==> config.mk <==
export PLATFORM = sky130hd
export DESIGN_NAME = sram_fifo_arbiter
export DESIGN_NICKNAME = d
export VERILOG_FILES = /design/src/rtl/sram_fifo_arbiter.sv
export SDC_FILE = /design/constraint.sdc
export NUM_CORES = 1
export LEC_CHECK = 0
export CORE_ASPECT_RATIO = 0.75
export CORE_MARGIN = 3
export CORE_UTILIZATION = 55
export CTS_CLUSTER_SIZE = 24
export DETAILED_ROUTE_END_ITERATION = 8
export PLACE_DENSITY = 0.87
export RECOVER_POWER = 100
export SYNTH_ARGS = -nofsm -noshare
export SYNTH_HDL_FRONTEND = slang
export SYNTH_SLANG_ARGS = --single-unit
==> constraint.sdc <==
create_clock -name clk -period 4.5 [get_ports clk]
set_clock_uncertainty 0.2 [all_clocks]
set_input_delay 0.675 -clock clk [delete_from_list [all_inputs] [get_ports clk]]
set_output_delay 0.675 -clock clk [all_outputs]
set_load 0.05 [all_outputs]
==> src/rtl/sram_fifo_arbiter.sv <==
// Round-robin arbiter sharing one single-port SRAM between two word FIFOs:
// TX (SPI->radio) in the lower half of the address space and RX (radio->SPI) in the upper half.
module sram_fifo_arbiter #(
    parameter int ADDR_W      = 11,
    parameter int WAIT_CYCLES = 2
) (
    input  logic              clk,
    input  logic              reset_n,
    input  logic              spi_wr,
    input  logic [15:0]       spi_wr_data,
    output logic              spi_wr_hint,
    input  logic              spi_rd,
    output logic [15:0]       spi_rd_data,
    output logic              spi_rd_hint,
    input  logic              radio_wr,
    input  logic [15:0]       radio_wr_data,
    output logic              radio_wr_hint,
    input  logic              radio_rd,
    output logic [15:0]       radio_rd_data,
    output logic              radio_rd_hint,
    output logic              tx_full,
    output logic              tx_empty,
    output logic              rx_full,
    output logic              rx_empty,
    output logic [ADDR_W-1:0] tx_count,
    output logic [ADDR_W-1:0] rx_count,
    output logic [ADDR_W-1:0] sram_addr,
    output logic [15:0]       sram_dout,
    input  logic [15:0]       sram_din,
    output logic              sram_ce,
    output logic              sram_we,
    output logic              sram_oe
);
    // state  | meaning
    // IDLE   | evaluate requests, latch grant/address/data
    // SETUP  | chip enable, address and write data on the bus
    // ACCESS | strobe held for WAIT_CYCLES, read data captured on the last cycle
    // DONE   | hint to the granted client, pointer/count update
    typedef enum logic [1:0] {S_IDLE, S_SETUP, S_ACCESS, S_DONE} state_t;

    localparam int PW = ADDR_W - 1;
    localparam logic [ADDR_W-1:0] DEPTH = {1'b1, {PW{1'b0}}};

    state_t            state_q, state_d;
    logic [1:0]        gnt_q, gnt_d;
    logic [1:0]        rr_q, rr_d;
    logic [ADDR_W-1:0] addr_q, addr_d;
    logic [15:0]       dout_q, dout_d;
    logic [3:0]        wait_q, wait_d;
    logic [PW-1:0]     tx_wr_ptr_q, tx_wr_ptr_d, tx_rd_ptr_q, tx_rd_ptr_d;
    logic [PW-1:0]     rx_wr_ptr_q, rx_wr_ptr_d, rx_rd_ptr_q, rx_rd_ptr_d;
    logic [ADDR_W-1:0] tx_count_q, tx_count_d, rx_count_q, rx_count_d;
    logic [15:0]       spi_rd_data_q, spi_rd_data_d, radio_rd_data_q, radio_rd_data_d;

    logic [3:0] elig;
    logic [1:0] pick, idx;
    logic       found;

    assign tx_full  = (tx_count_q == DEPTH);
    assign tx_empty = (tx_count_q == '0);
    assign rx_full  = (rx_count_q == DEPTH);
    assign rx_empty = (rx_count_q == '0);

    // Index order: 0=spi_wr, 1=radio_rd, 2=radio_wr, 3=spi_rd; even indices are writes.
    always_comb begin
        elig  = {spi_rd & ~rx_empty, radio_wr & ~rx_full, radio_rd & ~tx_empty, spi_wr & ~tx_full};
        found = 1'b0;
        pick  = rr_q;
        idx   = rr_q;
        for (int i = 0; i < 4; i++) begin
            idx = rr_q + 2'(i);
            if (!found && elig[idx]) begin
                found = 1'b1;
                pick  = idx;
            end
        end
    end

    always_comb begin
        state_d         = state_q;
        gnt_d           = gnt_q;
        rr_d            = rr_q;
        addr_d          = addr_q;
        dout_d          = dout_q;
        wait_d          = wait_q;
        tx_wr_ptr_d     = tx_wr_ptr_q;
        tx_rd_ptr_d     = tx_rd_ptr_q;
        rx_wr_ptr_d     = rx_wr_ptr_q;
        rx_rd_ptr_d     = rx_rd_ptr_q;
        tx_count_d      = tx_count_q;
        rx_count_d      = rx_count_q;
        spi_rd_data_d   = spi_rd_data_q;
        radio_rd_data_d = radio_rd_data_q;
        case (state_q)
            S_IDLE: begin
                if (found) begin
                    state_d = S_SETUP;
                    gnt_d   = pick;
                    rr_d    = pick + 2'd1;
                    dout_d  = 16'h0000;
                    case (pick)
                        2'd0: begin
                            addr_d = {1'b0, tx_wr_ptr_q};
                            dout_d = spi_wr_data;
                        end
                        2'd1: addr_d = {1'b0, tx_rd_ptr_q};
                        2'd2: begin
                            addr_d = {1'b1, rx_wr_ptr_q};
                            dout_d = radio_wr_data;
                        end
                        default: addr_d = {1'b1, rx_rd_ptr_q};
                    endcase
                end
            end
            S_SETUP: begin
                state_d = S_ACCESS;
                wait_d  = 4'(WAIT_CYCLES - 1);
            end
            S_ACCESS: begin
                if (wait_q == 4'd0) begin
                    state_d = S_DONE;
                    // Loading here makes the new word visible together with the hint.
                    if (gnt_q == 2'd1) radio_rd_data_d = sram_din;
                    if (gnt_q == 2'd3) spi_rd_data_d   = sram_din;
                end else begin
                    wait_d = wait_q - 4'd1;
                end
            end
            default: begin
                state_d = S_IDLE;
                case (gnt_q)
                    2'd0: begin
                        tx_wr_ptr_d = tx_wr_ptr_q + PW'(1);
                        tx_count_d  = tx_count_q + ADDR_W'(1);
                    end
                    2'd1: begin
                        tx_rd_ptr_d = tx_rd_ptr_q + PW'(1);
                        tx_count_d  = tx_count_q - ADDR_W'(1);
                    end
                    2'd2: begin
                        rx_wr_ptr_d = rx_wr_ptr_q + PW'(1);
                        rx_count_d  = rx_count_q + ADDR_W'(1);
                    end
                    default: begin
                        rx_rd_ptr_d = rx_rd_ptr_q + PW'(1);
                        rx_count_d  = rx_count_q - ADDR_W'(1);
                    end
                endcase
            end
        endcase
    end

    always_ff @(posedge clk or negedge reset_n) begin
        if (!reset_n) begin
            state_q         <= S_IDLE;
            gnt_q           <= 2'd0;
            rr_q            <= 2'd0;
            addr_q          <= '0;
            dout_q          <= 16'h0000;
            wait_q          <= 4'd0;
            tx_wr_ptr_q     <= '0;
            tx_rd_ptr_q     <= '0;
            rx_wr_ptr_q     <= '0;
            rx_rd_ptr_q     <= '0;
            tx_count_q      <= '0;
            rx_count_q      <= '0;
            spi_rd_data_q   <= 16'h0000;
            radio_rd_data_q <= 16'h0000;
        end else begin
            state_q         <= state_d;
            gnt_q           <= gnt_d;
            rr_q            <= rr_d;
            addr_q          <= addr_d;
            dout_q          <= dout_d;
            wait_q          <= wait_d;
            tx_wr_ptr_q     <= tx_wr_ptr_d;
            tx_rd_ptr_q     <= tx_rd_ptr_d;
            rx_wr_ptr_q     <= rx_wr_ptr_d;
            rx_rd_ptr_q     <= rx_rd_ptr_d;
            tx_count_q      <= tx_count_d;
            rx_count_q      <= rx_count_d;
            spi_rd_data_q   <= spi_rd_data_d;
            radio_rd_data_q <= radio_rd_data_d;
        end
    end

    // Strobes decode straight from the state flop so an async reset drops them at once.
    assign sram_ce       = (state_q == S_SETUP) || (state_q == S_ACCESS);
    assign sram_we       = (state_q == S_ACCESS) && !gnt_q[0];
    assign sram_oe       = (state_q == S_ACCESS) && gnt_q[0];
    assign sram_addr     = addr_q;
    assign sram_dout     = dout_q;
    assign spi_wr_hint   = (state_q == S_DONE) && (gnt_q == 2'd0);
    assign radio_rd_hint = (state_q == S_DONE) && (gnt_q == 2'd1);
    assign radio_wr_hint = (state_q == S_DONE) && (gnt_q == 2'd2);
    assign spi_rd_hint   = (state_q == S_DONE) && (gnt_q == 2'd3);
    assign tx_count      = tx_count_q;
    assign rx_count      = rx_count_q;
    assign spi_rd_data   = spi_rd_data_q;
    assign radio_rd_data = radio_rd_data_q;
endmodule
Word level (Yosys, flattened, before mapping)
Index checks and enable logic that the tools add are counted.
{"block": "word_totals", "wordCells": 115, "output_inout_bits": 92, "register_bits": 131}
{"block": "op_classes", "n_reduce_logical": 36, "mux": 24, "n_eq_ne": 13, "magnitude_cmp": 4, "n_bitwise": 11, "addsub": 13}
{"op": "11-bit case mux with 2 select lines", "n": 2}
{"op": "10-bit by 1-bit adder with 10-bit output, second input constant", "n": 4}
{"op": "11-bit case mux with 3 select lines", "n": 1}
{"op": "16-bit case mux with 2 select lines", "n": 1}
{"op": "11-bit by 1-bit adder with 11-bit output, second input constant", "n": 2}
{"op": "11-bit equality test, second input constant", "n": 2}
{"op": "11-bit logical NOT", "n": 2}
{"op": "11-bit by 1-bit subtractor with 11-bit output, second input constant", "n": 2}
{"op": "2-bit AND reduction", "n": 9}
{"op": "2-bit by 3-bit < comparator with 1-bit output, second input constant", "n": 4}
{"op": "2-bit equality test, second input constant", "n": 5}
{"op": "2-bit two-way mux", "n": 5}
{"op": "1-bit logical AND", "n": 9}
{"op": "1-bit binary-select mux with 2-bit select", "n": 4}
{"op": "1-bit two-way mux", "n": 8}
{"op": "4-bit case mux with 2 select lines", "n": 1}
{"op": "1-bit inverter", "n": 7}
{"op": "2-bit by 1-bit equality test with 1-bit output, second input constant", "n": 3}
{"op": "2-bit logical NOT", "n": 3}
{"op": "2-bit inequality test, second input constant", "n": 3}
{"op": "2-bit case mux with 3 select lines", "n": 1}
{"op": "3-bit AND reduction", "n": 2}
{"op": "3-bit OR reduction", "n": 2}
{"op": "2-bit by 1-bit adder with 2-bit output, second input constant", "n": 2}
{"op": "9 further kinds", "n": 17}

Logic depth before layout (Yosys ltp)
{"block": "depth", "depth_word": 17, "ltp_mapped": 13, "ltp_nobuf": 11}

Least setup slack after synthesis
No wires, ideal clock.
{"block": "synth_timing", "path_type": "reg-to-reg", "from": "register tx_count_q[1], in the netlist tx_count[1]", "to": "register dout_q[10], in the netlist sram_dout[10]", "arrival_time_ns": 3.048, "setup_slack_ns": 1.170, "synth_period_minus_slack_ns": 3.330, "required_time_ns": 4.217, "setup_time_ns": 0.083, "path_stages_with_launch": 13, "path_cell_list": "dfrtp_1 nor4_4 a41oi_1 or3_1 a21oi_1 a21oi_1 inv_1 ha_1 clkbuf_1 clkbuf_1 clkbuf_1 a22oi_1 o21ai_0"}
{"block": "synth_between", "elab_chain_cells": 17, "word_cells_on_any_way": 31, "cone_classes": "2 x eq/ne; 16 x mux; 4 x bitwise; 9 x reduce/logical"}
{"item": "start, declared", "line": "52", "text": "logic [ADDR_W-1:0] tx_count_q, tx_count_d, rx_count_q, rx_count_d;"}
{"item": "start signal, assigned", "line": "180", "text": "tx_count_q <= tx_count_d;"}
{"item": "11-bit equality test or 11-bit logical NOT (tied branches)", "line": "59, 60"}
{"item": "1-bit inverter", "line": "66", "text": "elig = {spi_rd & ~rx_empty, radio_wr & ~rx_full, radio_rd & ~tx_empty, spi_wr & ~tx_full};"}
{"item": "1-bit AND", "line": "66"}
{"item": "1-bit binary-select mux with 2-bit select", "line": "72", "text": "if (!found && elig[idx]) begin"}
{"item": "1-bit two-way mux (implied by the code)", "line": "72"}
{"item": "1-bit two-way mux", "line": "72"}
{"item": "1-bit logical NOT", "line": "72"}
{"item": "1-bit logical AND", "line": "72"}
{"item": "[2 not listed]"}
{"item": "1-bit logical AND", "line": "72"}
{"item": "1-bit two-way mux", "line": "72"}
{"item": "1-bit logical NOT", "line": "72"}
{"item": "1-bit logical AND", "line": "72"}
{"item": "2-bit two-way mux (*)", "line": "72"}
{"item": "named net pick[1]", "line": "56", "text": "logic [1:0] pick, idx;"}
{"item": "2-bit equality test or 2-bit logical NOT (tied branches)", "line": "101", "text": "case (pick)"}
{"item": "16-bit case mux with 2 select lines (*)", "line": "101"}
{"item": "end signal, assigned", "line": "174", "text": "dout_q <= dout_d;"}
{"item": "end, declared", "line": "48", "text": "logic [15:0] dout_q, dout_d;"}
The timed path passes the listed nets; every way through them passes the cells marked *. The select of a mux whose other input is x is not followed.
A chain may end at the register's enable or synchronous reset.

Worst setup path after layout
{"block": "layout_timing", "from": "register state_q[1]", "to": "output port spi_rd_hint"}
{"block": "layout_between", "elab_chain_cells": 2}
{"item": "start, declared", "line": "44", "text": "state_t state_q, state_d;"}
{"item": "start signal, assigned", "line": "170", "text": "state_q <= state_d;"}
{"item": "2-bit equality test", "line": "196", "text": "assign spi_rd_hint = (state_q == S_DONE) && (gnt_q == 2'd3);"}
{"item": "1-bit logical AND", "line": "196"}
{"item": "end, declared", "line": "14", "text": "output logic spi_rd_hint,"}
Every way passes these cells.

==> metrics.cfg <==
[run_status]
status=complete, but fails checks
violations=max-capacitance violations, max-slew violations

[sta]
slew_violations=117
tightestPinTransition_ns=3.025
slew-limit-headroom_pct=-101.7
grt_setup_unrepaired=no
setup_violations=0
finalHoldViolCount=0
min_period_ns=4.059
timing.final.ws_setup_ns=0.4413
setup-tns-final_ns=0
fin_crit_sh_pct=90.19
fmax_ghz=0.2464

[floorplanning]
die_width_microns=132.3
coreArea_sq_um=11310
rows=33
ioPinCount=146
dieArea_sq_um=13320
die-height_microns=100.7
start_util_pct=58.15

[worst_hold_path]
min-delay-start=rx_wr_ptr_q[9]
hold_class=reg2reg
hold_path_end=rx_wr_ptr_q[9]
whs_path_depth=1

[routing]
drtAntennaViolNets=0
via_per_inst=5.793
drtIter0Drc=505
totalWireLength_mm=17.10
drcViolationCount=0
routedWlPerCell_microns=18.17
firstDrtPassIters=6
vias=5451

[synthesis]
syn_area_sq_um=6579
synth_edf_count=0
synth_top_family_by_area=simple AND/OR/NAND/NOR gates
avgSynthCellArea_sq_um=10.46
syn_nets=715
synth_xor_area_share_pct=7.189
yosysSeqAreaShare_pct=49.83
synthSimpleGateAreaFrac_pct=13.54
synth.ff_latch_count=131
synthMuxAreaShare_pct=6.847
synth_compound_area_share_pct=13.37
yosysWarnings=0
async_flop_share_pct=100.0
yosys.area_share.adder_pct=6.314
synth_cell_types=47
ys.flop_type=dfrtp_1
netlist_instances=629

[finish]
nNetsFinal=857
mostFrequentLayoutCells=dfrtp_1, dlygate4sd3_1, nand2_1
diodes=0
fill_cells=711
layout.cells.non_filler=941
drive_gt1_share_pct=9.566
area_growth_pct=33.19
final_common_cell=dfrtp_1

[worst_setup_path]
crit_arrival_ns=3.18
r2r-end=sram_addr[0]
required_ns=3.62
r2r_cells=11
crit_type=reg2out
crit_path_end_kind=output pin
rrSetupSlack_ns=0.81
cp_max_fo=20
r2r-start=rx_count[5]
crit_path_start_kind=flip-flop

[placed_design]
place_ws_ns=0.6387
dp_hpwl_mm=11.53
place.gp.congestion=0.8925
io_buffers=145
post-place-cells=909

[clock_network]
cts_root_buf=clkbuf_16
holdBufCountCts=0
cts_buffers=17
cts_setup_buffers=0
cts_resized=0
cts_tree=built
worstSkewPairLatency_ns=0.42
clock_path_buffers=2
path_clk_slew_ns=0.06
cts_num_sinks=131
htreeDepth=4

[pwr]
irDropWorstVdd_v=0.0006123
total_power_mw=7.171
power_density_nw_per_um2=818.4
leakage_nw=4.068

[global_route]
grt_max_degree=78
antenna_found_initial=0
grt.met2_usage_pct=45.00
gr-usage-met3_pct=9.481
grt_overflow=0
grt_use_total_pct=26.48
grt_pass1_vias=5554
grt-busiest-layer=met2
grt_first_pass_wirelength_mm=28.19
grt_util_met1_pct=32.55

[flow_run]
maxCapViolations=2

-- per-layer routing --
metal | share of wire, % | up-vias
li1 | - | 2517
met1 | 40 | 2669
met2 | 49 | 232
met3 | 8.5 | 33
met4 | 1.7 | 0
met5 | 0 | -
-- worst max-delay path, stage by stage (launching register included) --
cell and delay (ns):
dfrtp_1 0.39, ha_1 0.26, nand2_1 0.40, nor2_1 0.70, dlygate4sd3_1 1.01
-- power by group --
part | internal (mW) | switching (mW) | total, mW
clock network | 0.936 | 0.554 | 1.49
registers | 1.56 | 0.388 | 1.95
logic | 1.28 | 2.45 | 3.73
total | 3.78 | 3.39 | 7.17
-- registers in the layout (all words and copies together), names as in the netlist --
register       flops
rx_count          11
sram_addr         11
gnt_q              2
state_q            2
rx_wr_ptr_q       10
rx_rd_ptr_q       10
spi_rd_data       16
wait_q             4
sram_dout         16
rr_q               2
tx_count          11
tx_rd_ptr_q       10
radio_rd_data     16
tx_wr_ptr_q       10
-- through the flow --
| stage | area (sq um) | util [%] | hold WS (ns) |
|---|---|---|---|
| 6_report | 8762 | 77.45 | 0.2704 |
| 5_1_grt | 8762 | 77.45 | 0.2871 |
| 4_1_cts | 8783 | 77.64 | 0.1352 |
| 3_5_place_dp | 8150 | 72.04 | 0.2611 |
| 3_3_place_gp | 8150 | 72.04 | 0.2592 |
| 2_1_floorplan | 6579 | - | 0.1794 |
-- worst max path at each step --
stage                start            end  cells after the start
2_1_floorplan  tx_count[1]  sram_dout[10]                     12
3_3_place_gp      radio_rd   sram_addr[0]                     12
3_5_place_dp      radio_rd   sram_addr[1]                     12
4_1_cts         state_q[1]  radio_wr_hint                      4
5_1_grt         state_q[1]    spi_rd_hint                      4
6_report        state_q[1]    spi_rd_hint                      4
-- cells by family after synthesis --
| family | after synthesis |
|---|---|
| compound gates | 140 |
| xor+xnor | 54 |
| fa+ha+maj | 32 |
| buf+inv | 48 |
| flops | 131 |
| mux | 40 |
| simple gates | 184 |
-- synth_stat cells, drive strengths merged, types with 2 or more instances --
master  number  area (sq um)
dfrtp      131          3278
nand2       86         322.8
o21ai       61         305.3
nor2        45         171.4
mux2        40         450.4
xnor2       35         306.5
ha          30         375.4
inv         24         90.09
a21oi       22         110.1
nand4       20         137.6
xor2        19         166.4
a22oi       17         132.6
clkbuf      14         52.55
a222oi      10         100.1
buf         10         48.79
a21o         6         45.04
and3         6         37.54
nand2b       5         31.28
nand3        5         25.02
a31oi        4         25.02
nor4         4         85.08
a211o        3         26.28
a211oi       3         22.52
nor3         3         15.01
o22ai        3         18.77
a41oi        2         17.52
and2         2         12.51
fa           2         40.04
nor2b        2         12.51
o211ai       2         15.01
or2          2         12.52
or3          2         12.51
-- final cells by class --
cell class	count	area, sq um	share of cell area [%]
inverter	24	90.09	1.028
sequential	131	3278	37.41
timing repair buffer	147	1469	16.76
multi-input combinational	450	3095	35.33
clock inverter	14	203.9	2.328
tap	157	196.4	2.242
clock buffer	18	429.2	4.898
(Power assumes the default switching activity.)
